===== config.mk =====
export PLATFORM = sky130hd
export DESIGN_NAME = conversion_scheduler
export DESIGN_NICKNAME = d
export VERILOG_FILES = /design/src/rtl/voltmeter_pkg.sv /design/src/rtl/conversion_scheduler_interval_timer.sv /design/src/rtl/conversion_scheduler.sv
export SDC_FILE = /design/constraint.sdc
export NUM_CORES = 1
export LEC_CHECK = 0
export ABC_AREA = 1
export BUFFER_PORTS_ARGS = -buffer_cell sky130_fd_sc_hd__buf_4
export CORE_MARGIN = 4
export CORE_UTILIZATION = 51
export DETAILED_ROUTE_END_ITERATION = 10
export GPL_ROUTABILITY_DRIVEN = 0
export PLACE_DENSITY = 0.67
export SYNTH_ARGS = -nofsm -noshare
export SYNTH_HDL_FRONTEND = slang
export SYNTH_SLANG_ARGS = --single-unit

===== constraint.sdc =====
create_clock -name clk_i -period 2.76 [get_ports clk_i]
set_input_delay 0.138 -clock clk_i [delete_from_list [all_inputs] [get_ports clk_i]]
set_output_delay 0.138 -clock clk_i [all_outputs]
set_load 0.03 [all_outputs]

===== src/rtl/voltmeter_pkg.sv =====
// Shared types and constants for the voltmeter conversion path.
package voltmeter_pkg;

  localparam int COUNT_W_DEFAULT = 12;
  localparam int AVG_MAX_LOG2    = 3;

  typedef enum logic [2:0] {
    ST_IDLE      = 3'd0,
    ST_TRIG      = 3'd1,
    ST_WAIT_BUSY = 3'd2,
    ST_WAIT_DONE = 3'd3,
    ST_PUBLISH   = 3'd4,
    ST_GAP       = 3'd5
  } sched_state_t;

  // Accumulator must hold 2^AVG_MAX_LOG2 full-scale samples without wrapping.
  function automatic int acc_width(input int count_w);
    return count_w + AVG_MAX_LOG2;
  endfunction

endpackage


===== src/rtl/conversion_scheduler_interval_timer.sv =====
// Loadable down-counter; done_o flags the last running cycle of the interval.
module interval_timer #(
  parameter int W = 16
) (
  input  logic         clk_i,
  input  logic         rst_n_i,
  input  logic         load_i,
  input  logic [W-1:0] load_val_i,
  input  logic         run_i,
  output logic         done_o
);

  logic [W-1:0] cnt;

  // Load has priority; counting stops at zero so a zero load never expires.
  always_ff @(posedge clk_i or negedge rst_n_i) begin
    if (!rst_n_i) begin
      cnt <= '0;
    end else if (load_i) begin
      cnt <= load_val_i;
    end else if (run_i && (cnt != '0)) begin
      cnt <= cnt - W'(1);
    end
  end

  assign done_o = run_i && (cnt == W'(1));

endmodule


===== src/rtl/conversion_scheduler.sv =====
// Conversion sequencer: triggers the measurement FSM, averages 1/2/4/8 samples,
// supports single-shot and periodic bursts with a per-conversion timeout.
module conversion_scheduler
  import voltmeter_pkg::*;
#(
  parameter int COUNT_W   = COUNT_W_DEFAULT,
  parameter int PERIOD_W  = 16,
  parameter int TIMEOUT_W = 20
) (
  input  logic                 clk_i,
  input  logic                 rst_n_i,
  input  logic                 enable_i,
  input  logic                 single_shot_i,
  input  logic                 continuous_i,
  input  logic [1:0]           avg_log2_i,
  input  logic [PERIOD_W-1:0]  period_i,
  input  logic [TIMEOUT_W-1:0] timeout_i,
  input  logic                 err_clr_i,
  output logic                 trigger_o,
  input  logic                 digital_ready_i,
  input  logic [COUNT_W-1:0]   measurement_count_i,
  output logic [COUNT_W-1:0]   result_o,
  output logic                 result_valid_o,
  output logic                 busy_o,
  output logic [2:0]           sample_idx_o,
  output logic                 timeout_err_o
);

  localparam int ACC_W = acc_width(COUNT_W);

  sched_state_t state, next_state;

  logic [1:0]           avg_l;
  logic [PERIOD_W-1:0]  period_l;
  logic [TIMEOUT_W-1:0] timeout_l;
  logic [ACC_W-1:0]     acc;
  logic [2:0]           sample_idx;
  logic [3:0]           n_samples;
  logic                 last_sample;
  logic                 in_wait;
  logic                 to_done;
  logic                 gap_done;
  logic [PERIOD_W-1:0]  gap_load;
  logic [COUNT_W-1:0]   avg_result;
  logic                 trigger_d;
  logic                 start_burst;
  logic                 sample_take;
  logic                 publish;
  logic                 timeout_hit;

  // sample_idx wraps to 0 after the 8th sample, so compare before incrementing.
  assign n_samples   = 4'd1 << avg_l;
  assign last_sample = (sample_idx == 3'(n_samples - 4'd1));
  assign in_wait     = (state == ST_WAIT_BUSY) || (state == ST_WAIT_DONE);
  assign gap_load    = (period_l == '0) ? PERIOD_W'(1) : period_l;
  assign avg_result  = COUNT_W'(acc >> avg_l);

  interval_timer #(.W(TIMEOUT_W)) u_timeout_timer (
    .clk_i      (clk_i),
    .rst_n_i    (rst_n_i),
    .load_i     (state == ST_TRIG),
    .load_val_i (timeout_l),
    .run_i      (in_wait),
    .done_o     (to_done)
  );

  interval_timer #(.W(PERIOD_W)) u_gap_timer (
    .clk_i      (clk_i),
    .rst_n_i    (rst_n_i),
    .load_i     (state != ST_GAP),
    .load_val_i (gap_load),
    .run_i      (state == ST_GAP),
    .done_o     (gap_done)
  );

  // State register.
  always_ff @(posedge clk_i or negedge rst_n_i) begin
    if (!rst_n_i) state <= ST_IDLE;
    else          state <= next_state;
  end

  // Next-state logic; a completed conversion beats a coincident timeout.
  always_comb begin
    next_state = state;
    if (!enable_i) begin
      next_state = ST_IDLE;
    end else begin
      case (state)
        ST_IDLE:      if (single_shot_i || continuous_i) next_state = ST_TRIG;
        ST_TRIG:      next_state = ST_WAIT_BUSY;
        ST_WAIT_BUSY: begin
          if (!digital_ready_i) next_state = ST_WAIT_DONE;
          else if (to_done)     next_state = continuous_i ? ST_GAP : ST_IDLE;
        end
        ST_WAIT_DONE: begin
          if (digital_ready_i) next_state = last_sample ? ST_PUBLISH : ST_TRIG;
          else if (to_done)    next_state = continuous_i ? ST_GAP : ST_IDLE;
        end
        ST_PUBLISH:   next_state = continuous_i ? ST_GAP : ST_IDLE;
        ST_GAP: begin
          if (!continuous_i) next_state = ST_IDLE;
          else if (gap_done) next_state = ST_TRIG;
        end
        default:      next_state = ST_IDLE;
      endcase
    end
  end

  // Per-cycle control strobes derived from state and handshake inputs.
  always_comb begin
    trigger_d   = (next_state == ST_TRIG);
    start_burst = (next_state == ST_TRIG) && ((state == ST_IDLE) || (state == ST_GAP));
    sample_take = enable_i && (state == ST_WAIT_DONE) && digital_ready_i;
    publish     = enable_i && (state == ST_PUBLISH);
    timeout_hit = enable_i && to_done &&
                  (((state == ST_WAIT_BUSY) && digital_ready_i) ||
                   ((state == ST_WAIT_DONE) && !digital_ready_i));
  end

  // Registered outputs, config latch, accumulator and sticky error flag.
  always_ff @(posedge clk_i or negedge rst_n_i) begin
    if (!rst_n_i) begin
      trigger_o      <= 1'b0;
      result_valid_o <= 1'b0;
      result_o       <= '0;
      timeout_err_o  <= 1'b0;
      avg_l          <= '0;
      period_l       <= '0;
      timeout_l      <= '0;
      acc            <= '0;
      sample_idx     <= '0;
    end else begin
      trigger_o      <= trigger_d;
      result_valid_o <= publish;
      if (publish) result_o <= avg_result;
      if (timeout_hit)    timeout_err_o <= 1'b1;
      else if (err_clr_i) timeout_err_o <= 1'b0;
      if (!enable_i) begin
        acc        <= '0;
        sample_idx <= '0;
      end else if (start_burst) begin
        avg_l      <= avg_log2_i;
        period_l   <= period_i;
        timeout_l  <= timeout_i;
        acc        <= '0;
        sample_idx <= '0;
      end else if (sample_take) begin
        acc        <= acc + ACC_W'(measurement_count_i);
        sample_idx <= sample_idx + 3'd1;
      end
    end
  end

  assign busy_o       = (state != ST_IDLE);
  assign sample_idx_o = sample_idx;

endmodule


## Yosys cells after proc, flatten, opt, wreduce, memory -nomap -nowiden

Cells that the tools add are included.

- Add/subtract/negate cells: 5
- Equality and inequality tests: 11
- Shift operators: 2
- Muxes and demuxes: 23
- Reduce and logical (&&, ||, !) cells: 26

Operator list:

| operator | number |
|---|---|
| 16-bit two-way mux | 3 |
| 15-bit two-way mux | 3 |
| 20-bit two-way mux | 2 |
| 3-bit two-way mux | 12 |
| 20-bit by 1-bit == test with 1-bit output (second input constant) | 1 |
| 20-bit nonzero test | 1 |
| 20-bit by 1-bit subtractor with 20-bit output (second input constant) | 1 |
| 3-bit case mux with 6 select lines | 1 |
| 16-bit by 1-bit == test with 1-bit output (second input constant) | 1 |
| 16-bit zero test | 1 |
| 16-bit nonzero test | 1 |
| 16-bit by 1-bit subtractor with 16-bit output (second input constant) | 1 |
| 15-bit by 12-bit adder with 15-bit output | 1 |
| 15-bit by 2-bit >> shifter with 12-bit output | 1 |
| 1-bit logical AND | 12 |
| 3-bit by 1-bit == test with 1-bit output (second input constant) | 2 |
| 3-bit by 2-bit == test with 1-bit output (second input constant) | 2 |
| 3-bit == test (second input constant) | 2 |
| 2-bit nonzero test | 3 |
| 1-bit logical OR | 4 |
| 3-bit by 1-bit adder with 3-bit output (second input constant) | 1 |
| 3-bit == test | 1 |
| 3-bit zero test | 1 |
| 3-bit by 1-bit inequality test with 1-bit output (second input constant) | 1 |
| other kinds (7) | 8 |

- Register bits after elaboration: 110
- Input port bits: 57
- Output and inout bits: 19
- Word-level logic and storage cells: 79

## Longest topological paths before layout

Gate-level depths: netlist of the first run.

- Word-level depth: 11
- Depth in mapped cells: 15
- Gate-level depth less buffers: 13

## By module

From an unflattened synthesis of the first run, not the netlist that was laid out.

- Cell total of the unflattened synthesis: 953
- Area, all modules: 6960.4 um2

By module, submodules not included:

| module | instances | cells an instance | area an instance (um2) | seq. area each (um2) |
|---|---|---|---|---|
| conversion_scheduler | 1 | 538 | 4157.7 | 1851.8 |
| interval_timer (u_timeout_timer) | 1 | 239 | 1557.7 | 500.5 |
| interval_timer (u_gap_timer) | 1 | 176 | 1244.9 | 400.4 |

## Worst setup path after synthesis of the first run

OpenSTA, ideal clock, no wires.

- Kind: register to register
- Start: reg acc[0]
- End: reg acc[10]
- Library setup time: 118 ps
- Arrival: 1949 ps
- Data required time: 2642 ps
- Slack: 693 ps
- Stages on the path, launching flop included: 14
- Path buffers: 0
- Period minus slack after synthesis: 2067 ps
- Path through: dfrtp_1 ha_1 fa_1 nand3_1 nand2_1 nand2_1 nand2_1 a21oi_1 nor2_1 nand4_1 nand2_1 or2_2 nand3_1 nand2_1

- Word-level cells in the longest chain between the ends: 4

RTL lines:

| item | RTL line | RTL |
|---|---|---|
| start: declaration | conversion_scheduler.sv:36 | `logic [ACC_W-1:0] acc;` |
| start signal: assignment | conversion_scheduler.sv:148 | `acc <= acc + ACC_W'(measurement_count_i);` |
| 15-bit by 12-bit adder with 15-bit output | conversion_scheduler.sv:148 |  |
| 15-bit two-way mux | conversion_scheduler.sv:147 | `end else if (sample_take) begin` |
| 15-bit two-way mux | conversion_scheduler.sv:141 | `end else if (start_burst) begin` |
| 15-bit two-way mux | conversion_scheduler.sv:138 | `if (!enable_i) begin` |

Every way passes these cells. The select of a mux whose other input is x is not followed.
A chain may end at the register's enable or synchronous reset.

## Worst setup path in the final report of the first run

- Start: reg u_timeout_timer.cnt[1]
- End: reg period_l[15]

- Word-level cells in the longest chain between the ends: 9

RTL lines:

| item | RTL line | RTL |
|---|---|---|
| start: declaration | conversion_scheduler_interval_timer.sv:13 | `logic [W-1:0] cnt;` |
| start signal: assignment | conversion_scheduler_interval_timer.sv:20 | `cnt <= load_val_i;` |
| start signal: assignment | conversion_scheduler_interval_timer.sv:22 | `cnt <= cnt - W'(1);` |
| 20-bit by 1-bit == test with 1-bit output * | conversion_scheduler_interval_timer.sv:26 | `assign done_o = run_i && (cnt == W'(1));` |
| 1-bit logical AND * | conversion_scheduler_interval_timer.sv:26 |  |
| 3-bit two-way mux * | conversion_scheduler.sv:93, conversion_scheduler.sv:97 |  |
| 3-bit two-way mux, on equally long branches | conversion_scheduler.sv:96, conversion_scheduler.sv:92 |  |
| 3-bit case mux with 6 select lines * | conversion_scheduler.sv:88 | `case (state)` |
| 3-bit two-way mux * | conversion_scheduler.sv:85 | `if (!enable_i) begin` |
| 3-bit by 1-bit == test with 1-bit output * | conversion_scheduler.sv:112 | `start_burst = (next_state == ST_TRIG) && ((state == ST_IDLE) \|\| (state == ST_GAP));` |
| 1-bit logical AND * | conversion_scheduler.sv:112 |  |
| 2-bit AND reduction (no source line) * | -- |  |
| end signal: assignment | conversion_scheduler.sv:143 | `period_l <= period_i;` |
| end: declaration | conversion_scheduler.sv:34 | `logic [PERIOD_W-1:0] period_l;` |

Mark *: on every way between the ends. The rest lies on a longest branch, timed or not.

==> run summary, run 1 <==
Avg Cell Area, Syn = 8.39 µm²
Setup TNS = 0 ps
Worst Path Max Fanout = 32
Final min period = 2440 ps
Distinct cells, synth = 44
xor-xnor portion of the synthesized cell area = 3.76%
Placed Area = 7250 µm²
clock power share = 22.9%
placed cells = 1012
routed wire length = 14.7 mm
Top FF cell, synth = dfrtp_1
final hold slack = 14.6 ps
Synth Register Bits = 110
Final setup violation count = 0
diode count = 0
Die Width = 121 µm
crit end category = flip-flop
EDFF count, synth = 0
RSZ-0062 raised after global routing = no
PortBufs = 75
TritonCTS buffer count = 9
htree depth = 3
die area = 14700 µm²
LEAKAGE = 3.73 nW
Rel. slew slack = 55.7%
area share of the largest cell type after synthesis = 42.2%
IO Pins = 76
Setup WS post-layout = 324 ps
Post-Syn Instances = 778
FMAX = 0.410 GHz
Hold Violations, Final = 0
Post-Syn Area = 6530 µm²
Logic pwr share = 37.6%
Post-synth ARST share = 100%
total grt overflow = 0
Startpoint Class = flip-flop
antenna-violating nets left = 0
Yosys warning total = 0
initial core utilization = 51.9%
CTS tree = done
status = completed
Residual DRC = 0
initial antenna violation count = 0
internal power = 3.96 mW
Clock transition at path regs = 70 ps
fillers = 1152
Final Max Tran Viols = 0
P per Cell Area = 852 nW/µm²
total chip power = 6.48 mW
layout cells sized above 1 = 21.7%
CP required = 2990 ps
Synth area leaders = dfrtp_1 (42%), nand2_1 (9.0%), inv_1 (5.3%)
Synth Area in Adders = 3.95%
Synth area leader = dfrtp_1
Worst-Margin Slew = 665 ps
Root Driver = clkbuf_16
synth cell count leaders = nand2_1 (156), dfrtp_1 (110), inv_1 (93), nor2_1 (63), nand3_1 (41)
core area = 12600 µm²
DR iter-0 viols = 445
Switching Fraction = 38.9%
number of global-route vias before repair = 5224
pre-CTS WS = 335 ps
max_cap viols = 0
worst skew pair latency = 350 ps
Final Cell Area = 7610 µm²
total vias in the final route = 5357
routed len/inst = 14.3 µm
wire length of the first global-routing pass = 25.1 mm
Core Rows = 41
setup bufs post-CTS = 0
Die Span Y = 121 µm
Clock Path Buffers = 2
post-synthesis simple-gate area fraction = 24.5%
Final HPWL DP = 10.8 mm
R2R cell count = 14
Crit Reg-Reg Endpoint = period_l[15]$_DFFE_PN0P_
sequential power share = 39.5%
largest family of logic cells by synthesized area = simple AND/OR/NAND/NOR gates
drt pass-1 iters = 5
CP Launch Point = u_timeout_timer.cnt[1]$_DFFE_PN0P_
Psw = 2.52 mW
Final #Nets = 930
CTS Sinks = 110
crit path kind = flip-flop to flip-flop
largest net degree at the start of global routing = 61
Max IR drop VDD = 0.399 mV
worst min-delay path class = input pin to flip-flop
min-delay src = period_i[14]
Layout Cells excl Fill = 1030
crit share post-route = 88.3%
total track usage = 21.2%
Clock Skew = 7.46 ps
via/cell ratio = 5.20
worst flop-to-flop path startpoint = u_timeout_timer.cnt[1]$_DFFE_PN0P_
Synth Net Count = 855
post-cts resize count = 0
most common cell in the netlist = nand2_1
post-synthesis mux area share = 1.73%
post-synthesis compound-gate area fraction = 15.2%
CP endpoint = period_l[15]$_DFFE_PN0P_
Critical Path AT = 2670 ps
Layout area overhead = 16.6%
worst reg2reg setup slack = 320 ps
Seq/Total Area, Yosys = 42.2%
final core utilization = 60.5%
-- power by group through the flow --
stage / clock network (mW) / registers (mW) / logic (mW)
finish: 1.49 / 2.56 / 2.43
global route: 1.57 / 2.63 / 2.76
CTS: 1.51 / 2.56 / 2.45
detailed placement: 0 / 2.58 / 2.44
global placement: 0 / 2.56 / 2.36
floorplan: 0 / 2.47 / 1.94
-- layout make-up --
type	instances	area (µm²)	area share [%]
clock buffers	10	229	3.01
repair buffers	90	706	9.27
flip-flops and latches	110	2750	36.2
multi-input cells	540	3210	42.2
inverters	102	383	5.03
clock inverters	6	110	1.45
well taps	172	215	2.83
-- flip-flops by register name (all words and copies together), names as in the netlist --
signal               flops
u_timeout_timer.cnt     20
sample_idx_o             3
acc                     15
u_gap_timer.cnt         16
result_valid_o           1
result_o                12
state                    3
timeout_err_o            1
period_l                16
timeout_l               20
avg_l                    2
trigger_o                1
-- cell families (layout without fill, tap and decap cells) --
group | count (synthesis) | in the layout
adder cells (fa/ha/maj) | 20 | 20
multiplexers | 11 | 11
flip-flops | 110 | 110
buffers and inverters | 128 | 208
XOR/XNOR | 28 | 28
AND/OR/NAND/NOR | 330 | 330
AO/OA/AOI/OAI | 151 | 151
-- cell usage in the layout (no fill, tap or decap), drive strengths merged, types with 3 or more instances in the layout --
| cell type | instances |
|---|---|
| a21oi | 52 |
| buf | 88 |
| bufinv | 3 |
| clkbuf | 10 |
| dfrtp | 110 |
| ha | 19 |
| inv | 101 |
| mux2i | 9 |
| nand2 | 158 |
| nand3 | 43 |
| nand4 | 13 |
| nor2 | 98 |
| nor3 | 6 |
| nor4 | 5 |
| o211ai | 16 |
| o21ai | 58 |
| o221ai | 10 |
| o22a | 8 |
| or2 | 3 |
| xnor2 | 7 |
| xor2 | 21 |
-- per-layer routing --
| metal | GRT usage [%] | routed length [µm] | vias to the layer above |
|---|---|---|---|
| met2 | 33.4 | 6950 | 98 |
| met3 | 4.06 | 537 | 13 |
| met1 | 30.5 | 7080 | 2546 |
| met4 | 4.48 | 133 | 0 |
| li1 | - | - | 2700 |
| met5 | 0 | 0 | - |
-- worst max-delay path: stages, from the launching register on --
cell and delay, ps:
dfrtp_1 380, inv_1 120, ha_1 190, inv_1 50, nor2_1 170, nand3_2 120, nand2_1 90, nand3_1 90
nand2_1 80, inv_2 40, nand2_1 90, nand4_4 350, buf_12 340, nor2_1 150, a21oi_2 40
-- repair_timing --
item	4_1_cts	5_1_grt
hold buffers	2	0
endpoints found under the setup margin	0	0
hold endpoints to repair	51	0
-- how the worst min path moves through the flow --
stage	to	slack, ps	cells past startpoint
final	period_l[14]$_DFFE_PN0P_	10	3
after global routing	period_l[5]$_DFFE_PN0P_	20	3
after CTS	period_l[14]$_DFFE_PN0P_	7	3
after detailed placement	timeout_l[12]$_DFFE_PN0P_	220	1
after global placement	timeout_l[12]$_DFFE_PN0P_	210	1
after floorplan	acc[0]$_DFFE_PN0P_	-160	0
Note: power is estimated with default switching activity, not from simulation.
==> run 2, diff against run 1 <==
ABC_AREA = unset   (was 1)
PLACE_DENSITY = 0.68   (was 0.67)
==> run 2 against run 1 <==
Hold slack worse by 6.7 ps. Core utilization up 2.8 points. Die area down 7.0%. Clock power down 9%. Wire length down 8.3%. Via count down 13%. Synthesized area down 7.5%. Non-clock buffer count up 18. Critical path type unchanged.
==> run summary, run 2 <==
largest family of logic cells by synthesized area = compound AO/OA/AOI/OAI gates
Post-Syn Instances = 563 (-28%)
EDFF count, synth = 0 (unchanged)
CP required = 3000 ps (about the same)
layout cells sized above 1 = 26.9% (+5.3 points)
largest net degree at the start of global routing = 58 (-4.9%)
Final Max Tran Viols = 0 (unchanged)
core area = 11500 µm² (-8.4%)
routed wire length = 13.5 mm (-8.3%)
Worst Path Max Fanout = 4 (-88%)
IO Pins = 76 (unchanged)
crit share post-route = 95.1% (+6.8 points)
wire length of the first global-routing pass = 22.8 mm (-9.3%)
Max IR drop VDD = 0.685 mV (+72%)
TritonCTS buffer count = 9 (unchanged)
number of global-route vias before repair = 4700 (-10%)
total vias in the final route = 4665 (-13%)
total chip power = 6.19 mW (-4.5%)
setup bufs post-CTS = 0 (unchanged)
FMAX = 0.381 GHz (-7.1%)
Synth area leaders = dfrtp_1 (46%), mux2_2 (5.2%), mux2_4 (5.0%)
worst skew pair latency = 360 ps (about the same)
xor-xnor portion of the synthesized cell area = 3.92% (+0.16 points)
Final setup violation count = 0 (unchanged)
post-synthesis compound-gate area fraction = 15.1% (-0.091 points)
Core Rows = 39 (-4.9%)
Synth Net Count = 640 (-25%)
Top Registers = timeout_l (20), u_timeout_timer.cnt (20)
diode count = 0 (unchanged)
htree depth = 3 (unchanged)
most common cell in the netlist = dfrtp_1
DR iter-0 viols = 352 (-21%)
Residual DRC = 0 (unchanged)
Root Driver = clkbuf_16
initial antenna violation count = 0 (unchanged)
Final HPWL DP = 9.63 mm (-11%)
Post-synth ARST share = 100% (unchanged)
Final #Nets = 733 (-21%)
Startpoint Class = flip-flop
Hold Violations, Final = 0 (unchanged)
Setup TNS = 0 ps (unchanged)
post-synthesis simple-gate area fraction = 15.0% (-9.5 points)
clock power share = 21.8% (-1.1 points)
pre-CTS WS = 104 ps (-231 ps)
via/cell ratio = 5.80 (+12%)
Psw = 2.13 mW (-16%)
total grt overflow = 0 (unchanged)
max_cap viols = 0 (unchanged)
Worst-Margin Slew = 766 ps (+101 ps)
Setup WS post-layout = 137 ps (-187 ps)
Die Width = 117 µm (-3.6%)
total track usage = 21.0% (-0.16 points)
area share of the largest cell type after synthesis = 45.6% (+3.4 points)
Die Span Y = 117 µm (-3.6%)
worst min-delay path class = input pin to flip-flop
most frequent cells in the layout = dfrtp_1 (110), buf_4 (92), nand2_1 (50)
antenna-violating nets left = 0 (unchanged)
Distinct cells, synth = 61 (+39%)
Clock transition at path regs = 70 ps (about the same)
LEAKAGE = 3.37 nW (-9.6%)
Clock Skew = 8.08 ps (+0.616 ps)
crit path kind = flip-flop to flip-flop
CTS tree = done
Synth Area in Adders = 4.27% (+0.32 points)
commonest non-fill, non-tap cell in the layout = dfrtp_1
Clock Path Buffers = 2 (unchanged)
Layout area overhead = 21.0%
sequential power share = 43.9% (+4.4 points)
Top FF cell, synth = dfrtp_1
post-synthesis mux area share = 13.2% (+11 points)
CTS Sinks = 110 (unchanged)
die area = 13600 µm² (-7.0%)
Switching Fraction = 34.4% (-4.5 points)
synth cell count leaders = dfrtp_1 (110), nand2_1 (50), nor2_1 (34), o21ai_0 (32), mux2_2 (28)
Avg Cell Area, Syn = 10.7 µm² (+28%)
PortBufs = 75 (unchanged)
Post-Syn Area = 6040 µm² (-7.5%)
Yosys warning total = 0 (unchanged)
Critical Path AT = 2870 ps (+200 ps)
Synth area leader = dfrtp_1
crit end category = flip-flop
P per Cell Area = 848 nW/µm² (-0.45%)
Seq/Total Area, Yosys = 45.6% (+3.4 points)
RSZ-0062 raised after global routing = no
Final min period = 2620 ps (+187 ps)
status = completed
Logic pwr share = 34.3% (-3.3 points)
routed len/inst = 16.8 µm (+17%)
Synth Register Bits = 110 (unchanged)
drt pass-1 iters = 5 (unchanged)
initial core utilization = 52.4% (+0.48 points)
Rel. slew slack = 49.0% (-6.7 points)
internal power = 4.06 mW (+2.6%)
run 2: changes by cell type after synthesis, sizes merged, moves of 11 or more:
cell and delta:
nor3 +14, inv -86, a21oi -30, mux2 +46, a32o +14, xor2 -11, o21ai -25, nand3 -30
nor2 -64, nand4 -11, nand2 -107
run 2: layout make-up:
class	count	area [µm²]
timing repair buffer	108	881
fill	927	4220
tap	143	179
clock inverter	6	68.8
multi-input combinational	412	3120
inverter	15	56.3
clock buffer	10	239
sequential	110	2750
run 2: logic make-up after synthesis:
| group | count (synthesis) |
|---|---|
| buf+inv | 41 |
| compound gates | 127 |
| xor+xnor | 27 |
| flops | 110 |
| simple gates | 177 |
| mux | 61 |
| fa+ha+maj | 20 |
run 2: final timing paths:
kind / slack [ps] / from / depth (start not counted) / end
max: 140 / acc[0]$_DFFE_PN0P_ / 10 / acc[14]$_DFFE_PN0P_
min in group asynchronous: 390 / rst_n_i / 2 / result_o[0]$_DFFE_PN0P_
min: 8 / timeout_i[12] / 2 / timeout_l[12]$_DFFE_PN0P_
min reg2reg: 480 / timeout_l[9]$_DFFE_PN0P_ / 2 / u_timeout_timer.cnt[9]$_DFFE_PN0P_
max in group asynchronous: 1590 / rst_n_i / 3 / acc[4]$_DFFE_PN0P_
max reg2reg: 140 / acc[0]$_DFFE_PN0P_ / 10 / acc[14]$_DFFE_PN0P_
run 2: stage by stage:
stage | instances | hold WS [ps] | instance area (µm²) | utilization, %
after floorplan | 563 | -158 | 6040 | -
after global placement | 775 | 247 | 6840 | 59.4
after detailed placement | 775 | 254 | 6840 | 59.4
after CTS | 802 | 0.355 | 7260 | 63.1
after global routing | 804 | 0.507 | 7300 | 63.4
final | 804 | 7.87 | 7300 | 63.4
run 2: repair_timing:
item | 4_1_cts | 5_1_grt
hold buffers | 11 | 2
gates resized for setup | 0 | 4
endpoints found under the setup margin | 0 | 41
hold endpoints to repair | 66 | 2
run 2: critical path: stages (launching register included):
cell and delay, ps:
dfrtp_1 400, ha_1 210, fa_1 400, a21o_1 190, a211oi_1 250, nor2_1 100
o41ai_1 260, buf_4 200, o21a_4 150, nor4b_1 60, o31a_1 300
run 2: metal layers:
metal | GRT usage, % | share of wire, % | vias to the layer above
li1 | - | - | 2267
met1 | 27.6 | 45 | 2301
met2 | 34.5 | 50 | 82
met3 | 4.16 | 4.0 | 15
met4 | 7.95 | 1.2 | 0
met5 | 0 | 0 | -
run 2: power by group through the flow:
| stage | registers, mW | logic (mW) | clock network [mW] |
|---|---|---|---|
| after detailed placement | 2.73 | 2.12 | 0 |
| after global placement | 2.71 | 2.05 | 0 |
| after floorplan | 2.59 | 1.62 | 0 |
| after CTS | 2.71 | 2.14 | 1.38 |
| final | 2.72 | 2.12 | 1.35 |
| after global routing | 2.80 | 2.37 | 1.45 |
==> run 3, diff against run 2 <==
CORE_ASPECT_RATIO = 0.5   (was unset)
==> run 3 against run 2 <==
Sequential power about the same. Design area decreased by 0.39%. Cell count increased by 1.1%. Sequential share of layout area increased by 0.15 points. Flip-flop and latch count unchanged. Maximum frequency decreased by 0.81%. Via count decreased by 1.0%. Critical endpoint is now period_l[3]$_DFFE_PN0P_.
==> run summary, run 3 (same netlist as run 2, synthesis figures left out) <==
Final setup violation count = 0 (unchanged)
pre-CTS WS = 72.6 ps (-31.0 ps)
Worst-Margin Slew = 993 ps (+227 ps)
commonest non-fill, non-tap cell in the layout = dfrtp_1
drt pass-1 iters = 5 (unchanged)
crit end category = flip-flop
CTS tree = done
Placed Area = 6890 µm² (+0.66%)
worst hold stages = 2 (unchanged)
Top Metal Used = met4
core area = 11300 µm² (-2.0%)
number of global-route vias before repair = 4535 (-3.5%)
Final #Nets = 728 (-0.68%)
worst min-delay path class = input pin to flip-flop
Max IR drop VDD = 0.344 mV (-50%)
total track usage = 20.0% (-1.0 points)
TritonCTS buffer count = 9 (unchanged)
crit share post-route = 95.8% (+0.78 points)
wire length of the first global-routing pass = 22.4 mm (-1.5%)
P per Cell Area = 866 nW/µm² (+2.1%)
total chip power = 6.29 mW (+1.7%)
Rel. slew slack = 33.8% (-15 points)
largest net degree at the start of global routing = 78 (+34%)
Startpoint Class = flip-flop
Worst Path Max Fanout = 18 (+14)
total vias in the final route = 4617 (-1.0%)
Metal-1 WL = 6.56 mm (+8.9%)
Layout Cells excl Fill = 813 (+1.1%)
PortBufs = 75 (unchanged)
RSZ-0062 raised after global routing = no
antenna-violating nets left = 0 (unchanged)
DR iter-0 viols = 314 (-11%)
Root Driver = clkbuf_16
setup bufs post-CTS = 0 (unchanged)
Final Cell Area = 7270 µm² (-0.39%)
initial core utilization = 53.5% (+1.1 points)
Clock Skew = 7.22 ps (-0.859 ps)
htree depth = 3 (unchanged)
FMAX = 0.378 GHz (-0.81%)
diode count = 0 (unchanged)
Crit Reg-Reg Endpoint = period_l[3]$_DFFE_PN0P_
routed wire length = 13.4 mm (-0.33%)
Clock transition at path regs = 70 ps (about the same)
crit path kind = flip-flop to flip-flop
via/cell ratio = 5.68 (-2.1%)
status = completed
min-delay src = timeout_i[9]
IO Pins = 76 (unchanged)
CTS Sinks = 110 (unchanged)
routed len/inst = 16.5 µm (-1.4%)
placed cells = 796 (+2.7%)
Die Span Y = 84.9 µm (-27%)
max_cap viols = 0 (unchanged)
Final HPWL DP = 9.71 mm (+0.89%)
Core Rows = 27 (-31%)
total grt overflow = 0 (unchanged)
Layout area overhead = 20.5%
Min-Delay Endpoint = timeout_l[9]$_DFFE_PN0P_
layout cells sized above 1 = 27.5% (+0.59 points)
die area = 13700 µm² (+0.77%)
worst flop-to-flop path startpoint = u_timeout_timer.cnt[12]$_DFFE_PN0P_
Residual DRC = 0 (unchanged)
Final Max Tran Viols = 0 (unchanged)
worst skew pair latency = 350 ps (about the same)
fillers = 948 (+2.3%)
LEAKAGE = 3.37 nW (about the same)
R2R cell count = 8 (-2)
wire length on met3 = 531 µm (-2.4%)
Top Registers = timeout_l (20), u_timeout_timer.cnt (20)
worst reg2reg setup slack = 120 ps (-20 ps)
CP required = 2990 ps (about the same)
Die Width = 162 µm (+39%)
Setup TNS = 0 ps (unchanged)
Hold Violations, Final = 0 (unchanged)
Final min period = 2640 ps (+21.5 ps)
DR WL met2 = 6.26 mm (-7.2%)
initial antenna violation count = 0 (unchanged)
Critical Path AT = 2880 ps (about the same)
most frequent cells in the layout = dfrtp_1 (110), buf_4 (98), nand2_1 (50)
Setup WS post-layout = 115 ps (-21.5 ps)
Clock Path Buffers = 2 (unchanged)
-- run 3: critical path, stage by stage, from the launching register on --
cell and delay (ps):
dfrtp_1 390, or3_4 420, nand4b_4 210, or4_1 490, a21o_1 230, a21oi_4 190
nand2_4 110, buf_12 180, mux2_4 310
-- run 3: per-stage QoR --
step	hold WS (ps)	utilization, %
CTS	5.91	64.1
floorplan	-158	-
detailed placement	343	61.1
global placement	328	61.1
finish	14.9	64.4
global route	5.61	64.4
-- run 3: where the power goes --
part	switching, mW	internal (mW)
clock network	0.572	0.878
logic	0.978	1.14
registers	0.540	2.18
total	2.09	4.20
-- run 3: layout make-up --
cell class              count  area [µm²]  area share (%)
multi-input cells         412        3130            43.1
flip-flops and latches    110        2750            37.9
repair buffers            103         806            11.1
clock buffers              10         229            3.15
well taps                 159         199            2.74
clock inverters             4        97.6            1.34
inverters                  15        56.3           0.774
-- run 3: how the worst max path moves through the flow --
stage                          endpoint  cells after the start                                 from  slack, ps
6_report        period_l[3]$_DFFE_PN0P_                      8  u_timeout_timer.cnt[12]$_DFFE_PN0P_        120
5_1_grt        period_l[10]$_DFFE_PN0P_                      9      u_gap_timer.cnt[11]$_DFFE_PN0P_        0.8
4_1_cts             acc[12]$_DFFE_PN0P_                     10                   acc[0]$_DFFE_PN0P_         40
3_5_place_dp        acc[12]$_DFFE_PN0P_                     10                   acc[0]$_DFFE_PN0P_         70
3_3_place_gp        acc[14]$_DFFE_PN0P_                     10                   acc[0]$_DFFE_PN0P_        120
2_1_floorplan      avg_l[0]$_DFFE_PN0P_                      9  u_timeout_timer.cnt[10]$_DFFE_PN0P_        180
-- run 3: metal layers --
| layer | up-vias | GRT usage, % |
|---|---|---|
| met3 | 9 | 4.42 |
| met2 | 92 | 32.9 |
| met1 | 2261 | 27.7 |
| met5 | - | 0 |
| li1 | 2255 | - |
| met4 | 0 | 3.68 |
-- run 3: repair_timing --
action | in CTS | in global routing
endpoints found under the setup margin | 0 | 40
hold endpoints to repair | 61 | 1
hold buffers | 2 | 1
gates resized for setup | 0 | 5
